## config.mk

```make
export PLATFORM = sky130hd
export DESIGN_NAME = seq_det_ctrl
export DESIGN_NICKNAME = d
export VERILOG_FILES = /design/src/rtl/seq_det_pkg.sv /design/src/rtl/seq_det_core.sv /design/src/rtl/seq_det_ctrl.sv
export SDC_FILE = /design/constraint.sdc
export NUM_CORES = 1
export LEC_CHECK = 0
export ABC_AREA = 1
export BUFFER_PORTS_ARGS = -buffer_cell sky130_fd_sc_hd__buf_2
export CAP_MARGIN = 25
export CORE_UTILIZATION = 60
export CTS_CLUSTER_SIZE = 28
export DETAILED_ROUTE_END_ITERATION = 8
export PLACE_DENSITY = 0.85
export SETUP_SLACK_MARGIN = 0.1
export SLEW_MARGIN = 15
export SYNTH_ARGS = -nofsm -noshare
export SYNTH_HDL_FRONTEND = slang
export SYNTH_SLANG_ARGS = --single-unit
export TNS_END_PERCENT = 10
```

## constraint.sdc

```tcl
create_clock -name clk -period 4.7 [get_ports clk]
set_clock_uncertainty 0.15 [all_clocks]
set_input_delay 0.94 -clock clk [delete_from_list [all_inputs] [get_ports clk]]
set_output_delay 0.94 -clock clk [all_outputs]
set_load 0.03 [all_outputs]
```

## src/rtl/seq_det_pkg.sv

```systemverilog
// Shared types and constants for the programmable serial-pattern detector.
//   seq_state_e : run-controller state encoding (idle / armed / done)
//   Def*        : default parameter values for seq_det_ctrl
//   len_mask()  : mask with the low 'len' bits set
package seq_det_pkg;

  localparam int unsigned DefPatW       = 5;
  localparam int unsigned DefCntW       = 8;
  localparam logic [4:0]  DefPattern    = 5'b11011;
  localparam int unsigned DefTimeoutCyc = 16;

  typedef enum logic [1:0] {
    StIdle,
    StArmed,
    StDone
  } seq_state_e;

  // Returns 32 bits; callers truncate to their pattern width.
  function automatic logic [31:0] len_mask(input int unsigned len);
    if (len >= 32) begin
      return '1;
    end
    return (32'd1 << len) - 32'd1;
  endfunction

endpackage

```

## src/rtl/seq_det_core.sv

```systemverilog
// Serial history shift register, fill counter and masked pattern compare.
// Ports:
//   clk, rst       clock, synchronous active-high reset
//   clr            clear history and fill (start of a run)
//   en             sample 'in' this cycle
//   in             serial data bit
//   pattern, len   pattern to match; pattern[len-1] is the oldest bit
//   overlap        1 = keep fill on a match, 0 = matched bits are consumed
//   hit            combinational: the bit sampled this cycle completes a match
module seq_det_core
  import seq_det_pkg::*;
#(
  parameter int unsigned PAT_W = DefPatW,
  parameter int unsigned LEN_W = $clog2(PAT_W + 1)
) (
  input  logic             clk,
  input  logic             rst,
  input  logic             clr,
  input  logic             en,
  input  logic             in,
  input  logic [PAT_W-1:0] pattern,
  input  logic [LEN_W-1:0] len,
  input  logic             overlap,
  output logic             hit
);

  logic [PAT_W-1:0] hist_q, hist_d, hist_shift, mask;
  logic [LEN_W-1:0] fill_q, fill_d, fill_inc;

  always_comb begin
    hist_d     = hist_q;
    fill_d     = fill_q;
    hit        = 1'b0;
    mask       = PAT_W'(len_mask(32'(len)));
    hist_shift = {hist_q[PAT_W-2:0], in};
    // Fill counts valid history bits, saturating at the register depth.
    fill_inc   = (fill_q == LEN_W'(PAT_W)) ? fill_q : fill_q + 1'b1;
    if (clr) begin
      hist_d = '0;
      fill_d = '0;
    end else if (en) begin
      hist_d = hist_shift;
      hit    = (fill_inc >= len) && ((hist_shift & mask) == (pattern & mask));
      fill_d = (hit && !overlap) ? '0 : fill_inc;
    end
  end

  always_ff @(posedge clk) begin
    if (rst) begin
      hist_q <= '0;
      fill_q <= '0;
    end else begin
      hist_q <= hist_d;
      fill_q <= fill_d;
    end
  end

endmodule

```

## src/rtl/seq_det_ctrl.sv

```systemverilog
// Programmable Moore serial-pattern detector with run controller.
// Optional watchdog enabled by defining SEQ_DET_CTRL_TIMEOUT_EN.
// Ports:
//   clk, rst                  clock, synchronous active-high reset
//   in                        serial data bit, sampled while armed
//   cfg_valid / cfg_ready     configuration handshake (ready when not armed)
//   cfg_pattern, cfg_len      pattern and its length (legal 1..PAT_W)
//   cfg_overlap, cfg_limit    overlap mode, match limit (0 = unlimited)
//   cfg_err                   one-cycle pulse after a rejected config
//   start, abort              arm the detector / return to idle (abort wins)
//   out                       registered detect, one cycle per match
//   match_cnt                 matches in the current run
//   busy, done, timeout       armed, done, watchdog expired
module seq_det_ctrl
  import seq_det_pkg::*;
#(
  parameter int unsigned      PAT_W       = DefPatW,
  parameter int unsigned      CNT_W       = DefCntW,
  parameter logic [PAT_W-1:0] DEF_PAT     = PAT_W'(DefPattern),
  parameter int unsigned      TIMEOUT_CYC = DefTimeoutCyc
) (
  input  logic                         clk,
  input  logic                         rst,
  input  logic                         in,
  input  logic                         cfg_valid,
  output logic                         cfg_ready,
  input  logic [PAT_W-1:0]             cfg_pattern,
  input  logic [$clog2(PAT_W+1)-1:0]   cfg_len,
  input  logic                         cfg_overlap,
  input  logic [CNT_W-1:0]             cfg_limit,
  output logic                         cfg_err,
  input  logic                         start,
  input  logic                         abort,
  output logic                         out,
  output logic [CNT_W-1:0]             match_cnt,
  output logic                         busy,
  output logic                         done,
  output logic                         timeout
);

  localparam int unsigned LEN_W = $clog2(PAT_W + 1);

  seq_state_e state_q, state_d;

  logic [PAT_W-1:0] pat_q;
  logic [LEN_W-1:0] len_q;
  logic             ovl_q;
  logic [CNT_W-1:0] lim_q;
  logic             cfg_err_q;
  logic             out_q;
  logic [CNT_W-1:0] cnt_q, cnt_d, cnt_inc;

  logic cfg_fire, cfg_legal;
  logic start_run, core_en, hit;
  logic limit_reached, wd_expire;

  assign cfg_fire  = cfg_valid && (state_q != StArmed);
  assign cfg_legal = (cfg_len != '0) && (32'(cfg_len) <= PAT_W);

  // A run starts from idle or done; abort in the same cycle suppresses it.
  assign start_run = start && !abort && (state_q != StArmed);
  assign core_en   = (state_q == StArmed) && !abort;

  seq_det_core #(
    .PAT_W (PAT_W),
    .LEN_W (LEN_W)
  ) u_core (
    .clk     (clk),
    .rst     (rst),
    .clr     (start_run),
    .en      (core_en),
    .in      (in),
    .pattern (pat_q),
    .len     (len_q),
    .overlap (ovl_q),
    .hit     (hit)
  );

  assign cnt_inc       = (cnt_q == '1) ? cnt_q : cnt_q + 1'b1;
  assign limit_reached = hit && (lim_q != '0) && (cnt_inc == lim_q);

`ifdef SEQ_DET_CTRL_TIMEOUT_EN
  localparam int unsigned WD_W = $clog2(TIMEOUT_CYC + 1);

  logic [WD_W-1:0] wd_q, wd_d;
  logic            timeout_q, timeout_d;

  // Expires on the TIMEOUT_CYC-th consecutive armed cycle without a match.
  assign wd_expire = core_en && !hit && (wd_q == WD_W'(TIMEOUT_CYC - 1));

  always_comb begin
    wd_d      = wd_q;
    timeout_d = timeout_q;
    if (start_run || hit || wd_expire) begin
      wd_d = '0;
    end else if (state_q == StArmed) begin
      wd_d = wd_q + 1'b1;
    end
    if (start_run || abort) begin
      timeout_d = 1'b0;
    end else if (wd_expire) begin
      timeout_d = 1'b1;
    end
  end

  always_ff @(posedge clk) begin
    if (rst) begin
      wd_q      <= '0;
      timeout_q <= 1'b0;
    end else begin
      wd_q      <= wd_d;
      timeout_q <= timeout_d;
    end
  end

  assign timeout = timeout_q;
`else
  assign wd_expire = 1'b0;
  assign timeout   = 1'b0;
`endif

  // State register.
  always_ff @(posedge clk) begin
    if (rst) begin
      state_q <= StIdle;
    end else begin
      state_q <= state_d;
    end
  end

  // Next-state logic.
  always_comb begin
    state_d = state_q;
    if (abort) begin
      state_d = StIdle;
    end else begin
      unique case (state_q)
        StIdle, StDone: if (start) state_d = StArmed;
        StArmed:        if (limit_reached || wd_expire) state_d = StDone;
        default:        state_d = StIdle;
      endcase
    end
  end

  // Output logic.
  always_comb begin
    busy      = (state_q == StArmed);
    done      = (state_q == StDone);
    cfg_ready = (state_q != StArmed);
    out       = out_q;
    match_cnt = cnt_q;
    cfg_err   = cfg_err_q;
  end

  always_comb begin
    cnt_d = cnt_q;
    if (start_run) begin
      cnt_d = '0;
    end else if (hit) begin
      cnt_d = cnt_inc;
    end
  end

  always_ff @(posedge clk) begin
    if (rst) begin
      pat_q     <= DEF_PAT;
      len_q     <= LEN_W'(PAT_W);
      ovl_q     <= 1'b1;
      lim_q     <= '0;
      cfg_err_q <= 1'b0;
      out_q     <= 1'b0;
      cnt_q     <= '0;
    end else begin
      cfg_err_q <= cfg_fire && !cfg_legal;
      out_q     <= hit;
      cnt_q     <= cnt_d;
      // Illegal lengths complete the handshake but keep the old config.
      if (cfg_fire && cfg_legal) begin
        pat_q <= cfg_pattern;
        len_q <= cfg_len;
        ovl_q <= cfg_overlap;
        lim_q <= cfg_limit;
      end
    end
  end

endmodule
```

## Yosys cells after proc, flatten, opt, wreduce, memory -nomap -nowiden

Cells that the tools add are included.

| operators by class | value |
|---|---|
| $add $sub $neg | 3 |
| order comparisons | 2 |
| equality and inequality tests | 9 |
| shift-type cells | 1 |
| multiplexer cells | 8 |
| bitwise gates (word level) | 2 |
| reductions and logical operators | 21 |

Operator list:

| operator | number |
|---|---|
| 1-bit logical AND | 11 |
| 5-bit AND | 2 |
| 8-bit by 1-bit adder with 8-bit output (second input constant) | 1 |
| 8-bit equality test | 1 |
| 8-bit equality test (second input constant) | 1 |
| 8-bit 2-to-1 mux | 1 |
| 8-bit nonzero test | 1 |
| 3-bit 2-to-1 mux | 2 |
| 2-bit OR reduction | 3 |
| 5-bit equality test | 1 |
| 1-bit by 3-bit left shift with 5-bit output (first input constant) | 1 |
| 5-bit by 1-bit subtractor with 5-bit output (second input constant) | 1 |
| 2-bit 2-to-1 mux | 2 |
| 2-bit by 1-bit inequality test with 1-bit output (second input constant) | 2 |
| 2-bit case mux with 2 select lines | 1 |
| 3-bit by 1-bit adder with 3-bit output (second input constant) | 1 |
| 3-bit equality test (second input constant) | 1 |
| 3-bit >= comparator | 1 |
| 3-bit <= comparator (second input constant) | 1 |
| 1-bit logical NOT | 3 |
| 3-bit nonzero test | 1 |
| 2-bit by 1-bit equality test with 1-bit output (second input constant) | 1 |
| 2-bit equality test (second input constant) | 1 |
| 2-bit logical NOT | 1 |
| other kinds (3) | 4 |

| storage, ports and cells | value |
|---|---|
| bits in registers | 36 |
| input bits | 23 |
| output and inout bits | 14 |

## Longest topological paths before layout

Gate-level depths: netlist of the first run.

| depth | value |
|---|---|
| word-level depth | 11 |
| mapped depth | 15 |
| depth with buffers taken out | 15 |

## Modules after synthesis

Synthesis of the first run repeated with hierarchy kept, for this count alone.

| unflattened totals | value |
|---|---|
| cells, all modules | 343 |
| area, all modules | 2237.1 um2 |

By module, submodules not included:

| module | times used | cells an instance | area an instance (um2) | seq. area each (um2) |
|---|---|---|---|---|
| seq_det_ctrl | 1 | 242 | 1596.5 | 580.6 |
| seq_det_core | 1 | 101 | 640.6 | 140.1 |

## Least setup slack after synthesis of the first run

OpenSTA, ideal clock, no wires.

| path | value |
|---|---|
| path kind | flip-flop to flip-flop |
| from | register u_core.fill_q[1] |
| to | register state_q[0] |
| setup time | 0.116 ns |
| arrival | 1.953 ns |
| data required time | 4.434 ns |
| slack | 2.481 ns |
| cell stages (with the launch flop) | 15 |
| path buffers | 0 |
| period minus slack after synthesis | 2.219 ns |
| cells stage by stage | dfxtp_1 > inv_1 > ha_1 > nand2_1 > xor2_1 > inv_1 > ha_1 > and3_1 > nor2_1 > nor2_1 > nand3_2 > nor2_1 > nand3_2 > nand2_1 > a21oi_1 |

| between the ends | value |
|---|---|
| word-level cells in the longest chain between the ends | 10 |

RTL lines:

| item | RTL line | RTL |
|---|---|---|
| start, declared | seq_det_core.sv:28 | `logic [LEN_W-1:0] fill_q, fill_d, fill_inc;` |
| start signal, assigned | seq_det_core.sv:54 | `fill_q <= fill_d;` |
| 3-bit by 1-bit adder with 3-bit output or 3-bit equality test (tied branches) | seq_det_core.sv:37 | `fill_inc = (fill_q == LEN_W'(PAT_W)) ? fill_q : fill_q + 1'b1;` |
| 3-bit 2-to-1 mux * | seq_det_core.sv:37 |  |
| 3-bit >= comparator * | seq_det_core.sv:43 | `hit = (fill_inc >= len) && ((hist_shift & mask) == (pattern & mask));` |
| 1-bit logical AND * | seq_det_core.sv:43 |  |
| 1-bit 2-to-1 mux * | seq_det_core.sv:41 | `end else if (en) begin` |
| 1-bit 2-to-1 mux * | seq_det_core.sv:38 | `if (clr) begin` |
| 1-bit logical AND * (2 in series) | seq_det_ctrl.sv:80 | `assign limit_reached = hit && (lim_q != '0) && (cnt_inc == lim_q);` |
| 2-bit by 1-bit inequality test with 1-bit output (no line) * | n/a |  |
| 2-bit AND reduction (no line) * | n/a |  |
| end signal, assigned | seq_det_ctrl.sv:125 | `state_q <= StIdle;` |
| end signal, assigned | seq_det_ctrl.sv:127 | `state_q <= state_d;` |
| end, declared | seq_det_ctrl.sv:43 | `seq_state_e state_q, state_d;` |

Every way passes the cells marked *; elsewhere a longest branch is shown, timed or not.
A chain may end at the register's enable or synchronous reset.

## Worst setup path in the final report of the first run

| path | value |
|---|---|
| from | register u_core.fill_q[1] |
| to | register cnt_q[6], in the netlist match_cnt[6] |

| between the ends | value |
|---|---|
| word-level cells in the longest chain between the ends | 6 |

RTL lines:

| item | RTL line | RTL |
|---|---|---|
| 3-bit by 1-bit adder with 3-bit output or 3-bit equality test (tied branches) | seq_det_core.sv:37 |  |
| 3-bit 2-to-1 mux * | seq_det_core.sv:37 |  |
| 3-bit >= comparator * | seq_det_core.sv:43 |  |
| 1-bit logical AND * | seq_det_core.sv:43 |  |
| 1-bit 2-to-1 mux * | seq_det_core.sv:41 |  |
| 1-bit 2-to-1 mux * | seq_det_core.sv:38 |  |
| end signal, assigned | seq_det_ctrl.sv:176 | `cnt_q <= cnt_d;` |
| end, declared | seq_det_ctrl.sv:51 | `logic [CNT_W-1:0] cnt_q, cnt_d, cnt_inc;` |

Marks and branches as above.

==> results of run 1 <==
path summary, 6_finish.rpt:
path | start | end | depth (start not counted)
worst min register to register | lim_q[2] | lim_q[2] | 2
worst min-delay path | lim_q[2] | lim_q[2] | 2
worst max-delay path | u_core.fill_q[1] | match_cnt[6] | 13
worst max register to register | u_core.fill_q[1] | match_cnt[6] | 13
power by group through the flow:
stage | Combinational [mW] | Clock (mW) | Sequential, mW
after floorplan | 0.0683 | 0 | 0.335
final | 0.0934 | 0.179 | 0.330
after global placement | 0.0903 | 0 | 0.336
after detailed placement | 0.0928 | 0 | 0.337
after CTS | 0.0934 | 0.177 | 0.330
after global routing | 0.106 | 0.194 | 0.331
synthesized netlist by cell type (2+ instances only):
master,instances
sky130_fd_sc_hd__o211ai_1,6
sky130_fd_sc_hd__a21oi_1,24
sky130_fd_sc_hd__inv_2,4
sky130_fd_sc_hd__nand2_1,68
sky130_fd_sc_hd__inv_1,40
sky130_fd_sc_hd__nand2_2,2
sky130_fd_sc_hd__dfxtp_1,36
sky130_fd_sc_hd__nor2_4,3
sky130_fd_sc_hd__xnor2_1,2
sky130_fd_sc_hd__nor3_1,2
sky130_fd_sc_hd__ha_1,7
sky130_fd_sc_hd__o21ai_0,27
sky130_fd_sc_hd__nand4_1,2
sky130_fd_sc_hd__nand3_1,33
sky130_fd_sc_hd__nand3_2,3
sky130_fd_sc_hd__nand2_4,2
sky130_fd_sc_hd__a31oi_1,5
sky130_fd_sc_hd__nor2_1,25
sky130_fd_sc_hd__clkbuf_1,5
cell families after synthesis:
kind of cell             count (synthesis)  share of synthesized area
buffers and inverters                   51                     0.0985
adder cells (fa/ha/maj)                  7                     0.0426
XOR/XNOR                                 3                     0.0128
AO/OA/AOI/OAI                           65                      0.175
flip-flops                              36                      0.350
other                                    1                    0.00182
AND/OR/NAND/NOR                        143                      0.319
sequential cells by signal, indices dropped and copies added (netlist names):
name / flops
u_core.hist_q: 4
out: 1
u_core.fill_q: 3
pat_q: 5
state_q: 2
match_cnt: 8
cfg_err: 1
len_q: 3
ovl_q: 1
lim_q: 8
worst reg2reg max path: cells and delay by family, from the launching register on:
family	cells	cell delay, ns
AND/OR/NAND/NOR	5	0.62
adder cells (fa/ha/maj)	2	0.50
buffers and inverters	2	0.26
flip-flops	1	0.36
AO/OA/AOI/OAI	4	0.56
per-layer routing:
layer | vias to the layer above | share of wire | track usage
met4 | 0 | 0.0098 | 0.0682
met2 | 52 | 0.44 | 0.414
met5 | - | 0 | 0
met3 | 4 | 0.053 | 0.0661
met1 | 896 | 0.50 | 0.358
li1 | 1069 | - | -
layout make-up:
type,instances,area [um^2]
Timing Repair Buffer,35,175
Tap cell,44,55.1
Sequential cell,36,721
Multi-Input combinational cell,219,1130
Fill cell,293,842
Inverter,44,165
Clock buffer,6,51.3
Clock inverter,2,10.0
==> reports/qor.txt, run 1 <==
=========================================================================================
Count of input and output buffers                                                      35
Post-route core utilization                                                         0.733
Number of primary I/O pins                                                             37
Largest cells by area after synthesis                                        sky130_fd_sc_hd__dfxtp_1 (35%), sky130_fd_sc_hd__nand2_1 (12%), sky130_fd_sc_hd__nand3_1 (8.0%)
Overall via count from detail_route                                                  2021
Setup Viol. Count Final                                                                 0
Worst Max-Slew Pin Slew                                                          0.716 ns
Number of search-and-repair iterations in the first detailed-routing pass               5
Floorplan die area                                                           0.00367 mm^2
Final hold viol count                                                                   0
Fraction of layout instances using a drive strength above 1                         0.175
Number of standard-cell rows in the floorplan                                          20
Switch share                                                                        0.292
CP Data Required Time                                                             4.83 ns
Antenna diodes                                                                          0
P per Cell Area                                                               261 mW/mm^2
Yosys cell types                                                                       29
Maximum clock insertion buffer count                                                    2
Average footprint of a synthesized cell                                         6.72 um^2
Total overflow reported by the global router                                            0
Min Hold Slack                                                                   0.357 ns
Sequential share of power                                                           0.547
Die width                                                                         60.6 um
Mapped Cells                                                                          306
Routed Wire Length                                                                4400 um
Clock-pin slew on the worst setup and hold paths                                  0.12 ns
Top-area cell type share of the netlist area                                        0.350
Sequential element share of the synthesized area                                    0.350
Final Net Count                                                                       371
Critical-path cell with the highest stage delay                              sky130_fd_sc_hd__dfxtp_1
Root cell of the clock tree                                                  sky130_fd_sc_hd__clkbuf_4
Total number of clock tree sinks                                                       36
Via count of the first global-routing pass                                           1637
Number of synthesized flops with an enable pin                                          0
Post-CTS setup buffers                                                                  0
Pre-CTS setup slack                                                               2.03 ns
Post-route DRC                                                                          0
Peak per-stage delay on the critical path                                         0.36 ns
Worst-skew pair later-pin latency                                                 0.35 ns
Placed cell area                                                             0.00225 mm^2
Max-cap violations                                                                      0
Top library cells by usage in the layout, fill and taps aside                sky130_fd_sc_hd__nand2_1 (68), sky130_fd_sc_hd__inv_1 (40), sky130_fd_sc_hd__dfxtp_1 (36)
Final min period                                                                  2.53 ns
Setup ws final                                                                    2.17 ns
Global-route wire length before repair                                            7150 um
WP data arrival                                                                   2.65 ns
DRC marker count from the first detailed-route iteration                              125
Setup CP Type                                                                     reg2reg
Crit end category                                                                register
Most frequent standard cell in the layout excluding fill and tap cells       sky130_fd_sc_hd__nand2_1
Routability congestion estimate                                                     0.866
Inst Count DP                                                                         378
Design area                                                                  0.00231 mm^2
Die Span Y                                                                        60.6 um
Area growth from synthesis to layout                                                12.3%
Proportion of register bits with asynchronous set or reset after synthesis              0
Most used DFF post-synth                                                     sky130_fd_sc_hd__dfxtp_1
Largest net degree at the start of global routing                                      22
Leakage                                                                           1.13 nW
CTS tree                                                                             done
Largest fanout on the critical path                                                    10
Final Instance Count excl. Fillers                                                    386
Combinational Power Share                                                           0.155
Total power draw                                                                 0.602 mW
Maximum ir drop on the vdd rail                                                  0.235 mV
Cts-stage hold buffer count                                                             0
Post-CTS Resized                                                                        0
Starting density of the core                                                        0.652
Clock group share of total power                                                    0.298
Crit share post-route                                                               0.538
R2r setup slk                                                                     2.17 ns
Number of clock buffers inserted by TritonCTS                                           5
Via count normalized by instance count                                               5.24
Achievable frequency                                                            0.396 GHz
Cell seen most often among critical-path stages                              sky130_fd_sc_hd__o21ai_0
Final Max Slew Viols                                                                    0
Setup TNS                                                                            0 ns
Placeable core region                                                        0.00315 mm^2
Worst Path Buf+Inv                                                                      2
Slew Limit Headroom                                                                 0.521
Worst Hold Class                                                                  reg2reg
Outcome                                                                      finished, final reports clean
Cell family with the largest share of critical-path delay                    simple AND/OR/NAND/NOR gates
Internal power                                                                   0.426 mW
Most area-hungry cell type in the Yosys netlist                              sky130_fd_sc_hd__dfxtp_1
Detail Route Antenna Nets                                                               0
Sw power                                                                         0.176 mW
Global Route Usage Sum                                                              0.262
Estimated wirelength of the detail-placed design                                  3370 um
CP Cell Sequence                                                             inv_1 > ha_1 > nand2_1 > o21ai_0 > ha_1 > nand2_1 > o21ai_0 > nor2_1 > nor2_1 > nand3_2 > inv_2 > o21ai_0 > a31oi_1
Kind of start point of the critical path                                         register
H-Tree Depth                                                                            2
Per-cell routed wire length                                                       11.4 um
Netlist area before placement                                                0.00206 mm^2
Syn nets                                                                              336
Unrepaired setup endpoints after global routing                                        no
Yosys reg bits                                                                         36
Ys Warns                                                                                0
Initial antenna violation count                                                         0
=========================================================================================
No activity file was read; power rests on OpenSTA's default activity.
==> inputs of run 2 (changes only) <==
CORE_UTILIZATION = 55   (was 60)
PLACE_DENSITY = 0.79   (was 0.85)
clock period = 2.6 ns   (was 4.7 ns; I/O delays follow)
==> run 2 against run 1 <==
Effect of this change:
- non-clock buffer count up 4
- sequential power up 81%
- critical path type unchanged
- clock power is 110% higher
- first-iteration DRC count is 4.8% higher
- sequential share of layout area down 1.1 points
- clock-buffer cell count decreased by 1
- setup slack lost 2.0 ns
- critical endpoint is now match_cnt[3]
- critical path depth unchanged
==> reports/qor.txt, run 2 (synthesized netlist as in run 1, its figures left out) <==
========================================================================================
Outcome                                                                     finished, final reports clean
Slew Limit Headroom                                                                0.514   -0.00735
Combinational Power Share                                                          0.156   about the same
Starting density of the core                                                       0.593   -0.0593
Setup CP Type                                                                    reg2reg
Worst setup path start                                                      u_core.fill_q[1]
H-Tree Depth                                                                           2   unchanged
End point of the critical path                                              match_cnt[3]
CP Data Required Time                                                            2.63 ns   -2.20 ns
R2r setup slk                                                                    0.18 ns   -1.99 ns
Root cell of the clock tree                                                 sky130_fd_sc_hd__clkbuf_8
Unrepaired setup endpoints after global routing                                       no
Switch share                                                                       0.286   -0.00631
Leakage                                                                          1.16 nW   +1.8%
Number of primary I/O pins                                                            37   unchanged
Worst Max-Slew Pin Slew                                                         0.727 ns   +0.0110 ns
Total number of clock tree sinks                                                      36   unchanged
Worst Hold Class                                                                  in2reg
Setup Viol. Count Final                                                                0   unchanged
Via count of the first global-routing pass                                          1816   +11%
DRC marker count from the first detailed-route iteration                             131   +4.8%
Endpoint of the lowest-slack register-to-register path                      match_cnt[3]
Maximum clock insertion buffer count                                                   2   unchanged
Placeable core region                                                       0.00347 mm^2   +10%
Fraction of layout instances using a drive strength above 1                        0.197   +0.0217
Critical register-to-register path startpoint                               u_core.fill_q[1]
Max-cap violations                                                                     0   unchanged
Final Max Slew Viols                                                                   0   unchanged
WP data arrival                                                                  2.45 ns   -0.20 ns
Final min period                                                                 2.42 ns   -0.111 ns
Per-cell routed wire length                                                      11.9 um   +4.3%
Die width                                                                        63.2 um   +4.3%
Final hold viol count                                                                  0   unchanged
Post-route core utilization                                                        0.691   -0.0417
Number of standard-cell rows in the floorplan                                         21   +5.0%
Maximum ir drop on the vdd rail                                                 0.462 mV   +96%
Number of fill cells                                                                 313   +6.8%
Largest net degree at the start of global routing                                     21   -4.5%
Detail Route Antenna Nets                                                              0   unchanged
Internal power                                                                  0.826 mW   +94%
Final Net Count                                                                      375   +1.1%
Global Route Usage Sum                                                             0.250   -0.0121
Top library cells by usage in the layout, fill and taps aside               sky130_fd_sc_hd__nand2_1 (67), sky130_fd_sc_hd__inv_1 (40), sky130_fd_sc_hd__dfxtp_1 (35), sky130_fd_sc_hd__buf_2 (35), sky130_fd_sc_hd__nand3_1 (33)
Routed Wire Length                                                               4650 um   +5.6%
Area growth from synthesis to layout                                               16.5%
Overall via count from detail_route                                                 2053   +1.6%
Total overflow reported by the global router                                           0   unchanged
Crit share post-route                                                              0.930   +0.392
Antenna diodes                                                                         0   unchanged
Post-route DRC                                                                         0   unchanged
P per Cell Area                                                              482 mW/mm^2   +85%
Sequential share of power                                                          0.515   -0.032
Via count normalized by instance count                                              5.25   +0.28%
Largest fanout on the critical path                                                    6   -4
Achievable frequency                                                           0.414 GHz   +4.6%
Clock group share of total power                                                   0.328   +0.030
Count of input and output buffers                                                     35   unchanged
Global-route wire length before repair                                           7850 um   +9.8%
Die Span Y                                                                       63.2 um   +4.3%
Sw power                                                                        0.330 mW   +88%
Initial antenna violation count                                                        0   unchanged
Setup TNS                                                                           0 ns   unchanged
Routability congestion estimate                                                    0.850   -1.8%
Most frequent standard cell in the layout excluding fill and tap cells      sky130_fd_sc_hd__nand2_1
Clock-pin slew on the worst setup and hold paths                                 0.07 ns   -0.05 ns
Floorplan die area                                                          0.00399 mm^2   +8.8%
Number of search-and-repair iterations in the first detailed-routing pass              5   unchanged
Crit end category                                                               register
Kind of start point of the critical path                                        register
Worst-skew pair later-pin latency                                                0.29 ns   -0.06 ns
CTS tree                                                                            done
R2R depth                                                                             13   unchanged
Number of clock buffers inserted by TritonCTS                                          5   unchanged
Estimated wirelength of the detail-placed design                                 3320 um   -1.5%
Min Hold Slack                                                                  0.280 ns   -0.0779 ns
========================================================================================
## run 2: power by group through the flow
stage	Sequential, mW	Combinational [mW]	Clock [mW]
floorplan	0.605	0.123	0
global placement	0.607	0.168	0
detailed placement	0.608	0.171	0
CTS	0.595	0.172	0.389
global route	0.599	0.205	0.412
finish	0.596	0.181	0.380
## run 2: area by class of cell
class	instances	area, um^2	share of cell area
Clock buffer	5	68.8	0.0287
Clock inverter	2	12.5	0.00522
Inverter	44	170	0.0710
Multi-Input combinational cell	219	1160	0.484
Sequential cell	36	722	0.301
Tap cell	46	57.6	0.0240
Timing Repair Buffer	39	205	0.0856
## run 2: metrics by stage
stage          total power [mW]  instance area (um^2)  setup WS, ns  cells
6_report                   1.16                  2400         0.182    391
5_1_grt                    1.22                  2400       0.00208    391
4_1_cts                    1.16                  2360         0.156    390
3_5_place_dp              0.779                  2260        0.0655    381
3_3_place_gp              0.774                  2260         0.212    381
2_1_floorplan             0.729                  2060         0.381    306
## run 2: critical path: stages (launching register included)
cell and delay [ns]:
sky130_fd_sc_hd__dfxtp_1 0.35, sky130_fd_sc_hd__inv_1 0.07, sky130_fd_sc_hd__ha_1 0.19, sky130_fd_sc_hd__nand2_2 0.12
sky130_fd_sc_hd__xor2_2 0.20, sky130_fd_sc_hd__inv_1 0.07, sky130_fd_sc_hd__ha_1 0.26, sky130_fd_sc_hd__and3_1 0.15
sky130_fd_sc_hd__nor2_1 0.07, sky130_fd_sc_hd__nor2_2 0.16, sky130_fd_sc_hd__nand3_4 0.14, sky130_fd_sc_hd__buf_4 0.19
sky130_fd_sc_hd__o21ai_0 0.14, sky130_fd_sc_hd__a21oi_1 0.05
## run 2: worst min-delay path by stage
| stage | startpoint | to | slack, ns | cells past startpoint |
|---|---|---|---|---|
| after CTS | cfg_pattern[4] | pat_q[4] | 0.28 | 3 |
| after global placement | lim_q[3] | lim_q[3] | 0.33 | 2 |
| final | rst | out | 0.28 | 2 |
| after floorplan | lim_q[3] | lim_q[3] | 0.31 | 2 |
| after global routing | rst | out | 0.28 | 2 |
| after detailed placement | lim_q[2] | lim_q[2] | 0.34 | 2 |
## run 2: per-layer routing
layer	up-vias	share of wire	global-route usage
met5	-	0	0
met4	0	0.021	0.108
met3	9	0.042	0.0616
met2	52	0.48	0.401
met1	917	0.46	0.316
li1	1075	-	-
## run 2: what timing repair did
item,in CTS,in global routing
setup buffers,2,1
setup endpoints to repair,6,10
hold buffers,0,0
pin swaps,1,2
gates resized for setup,0,12
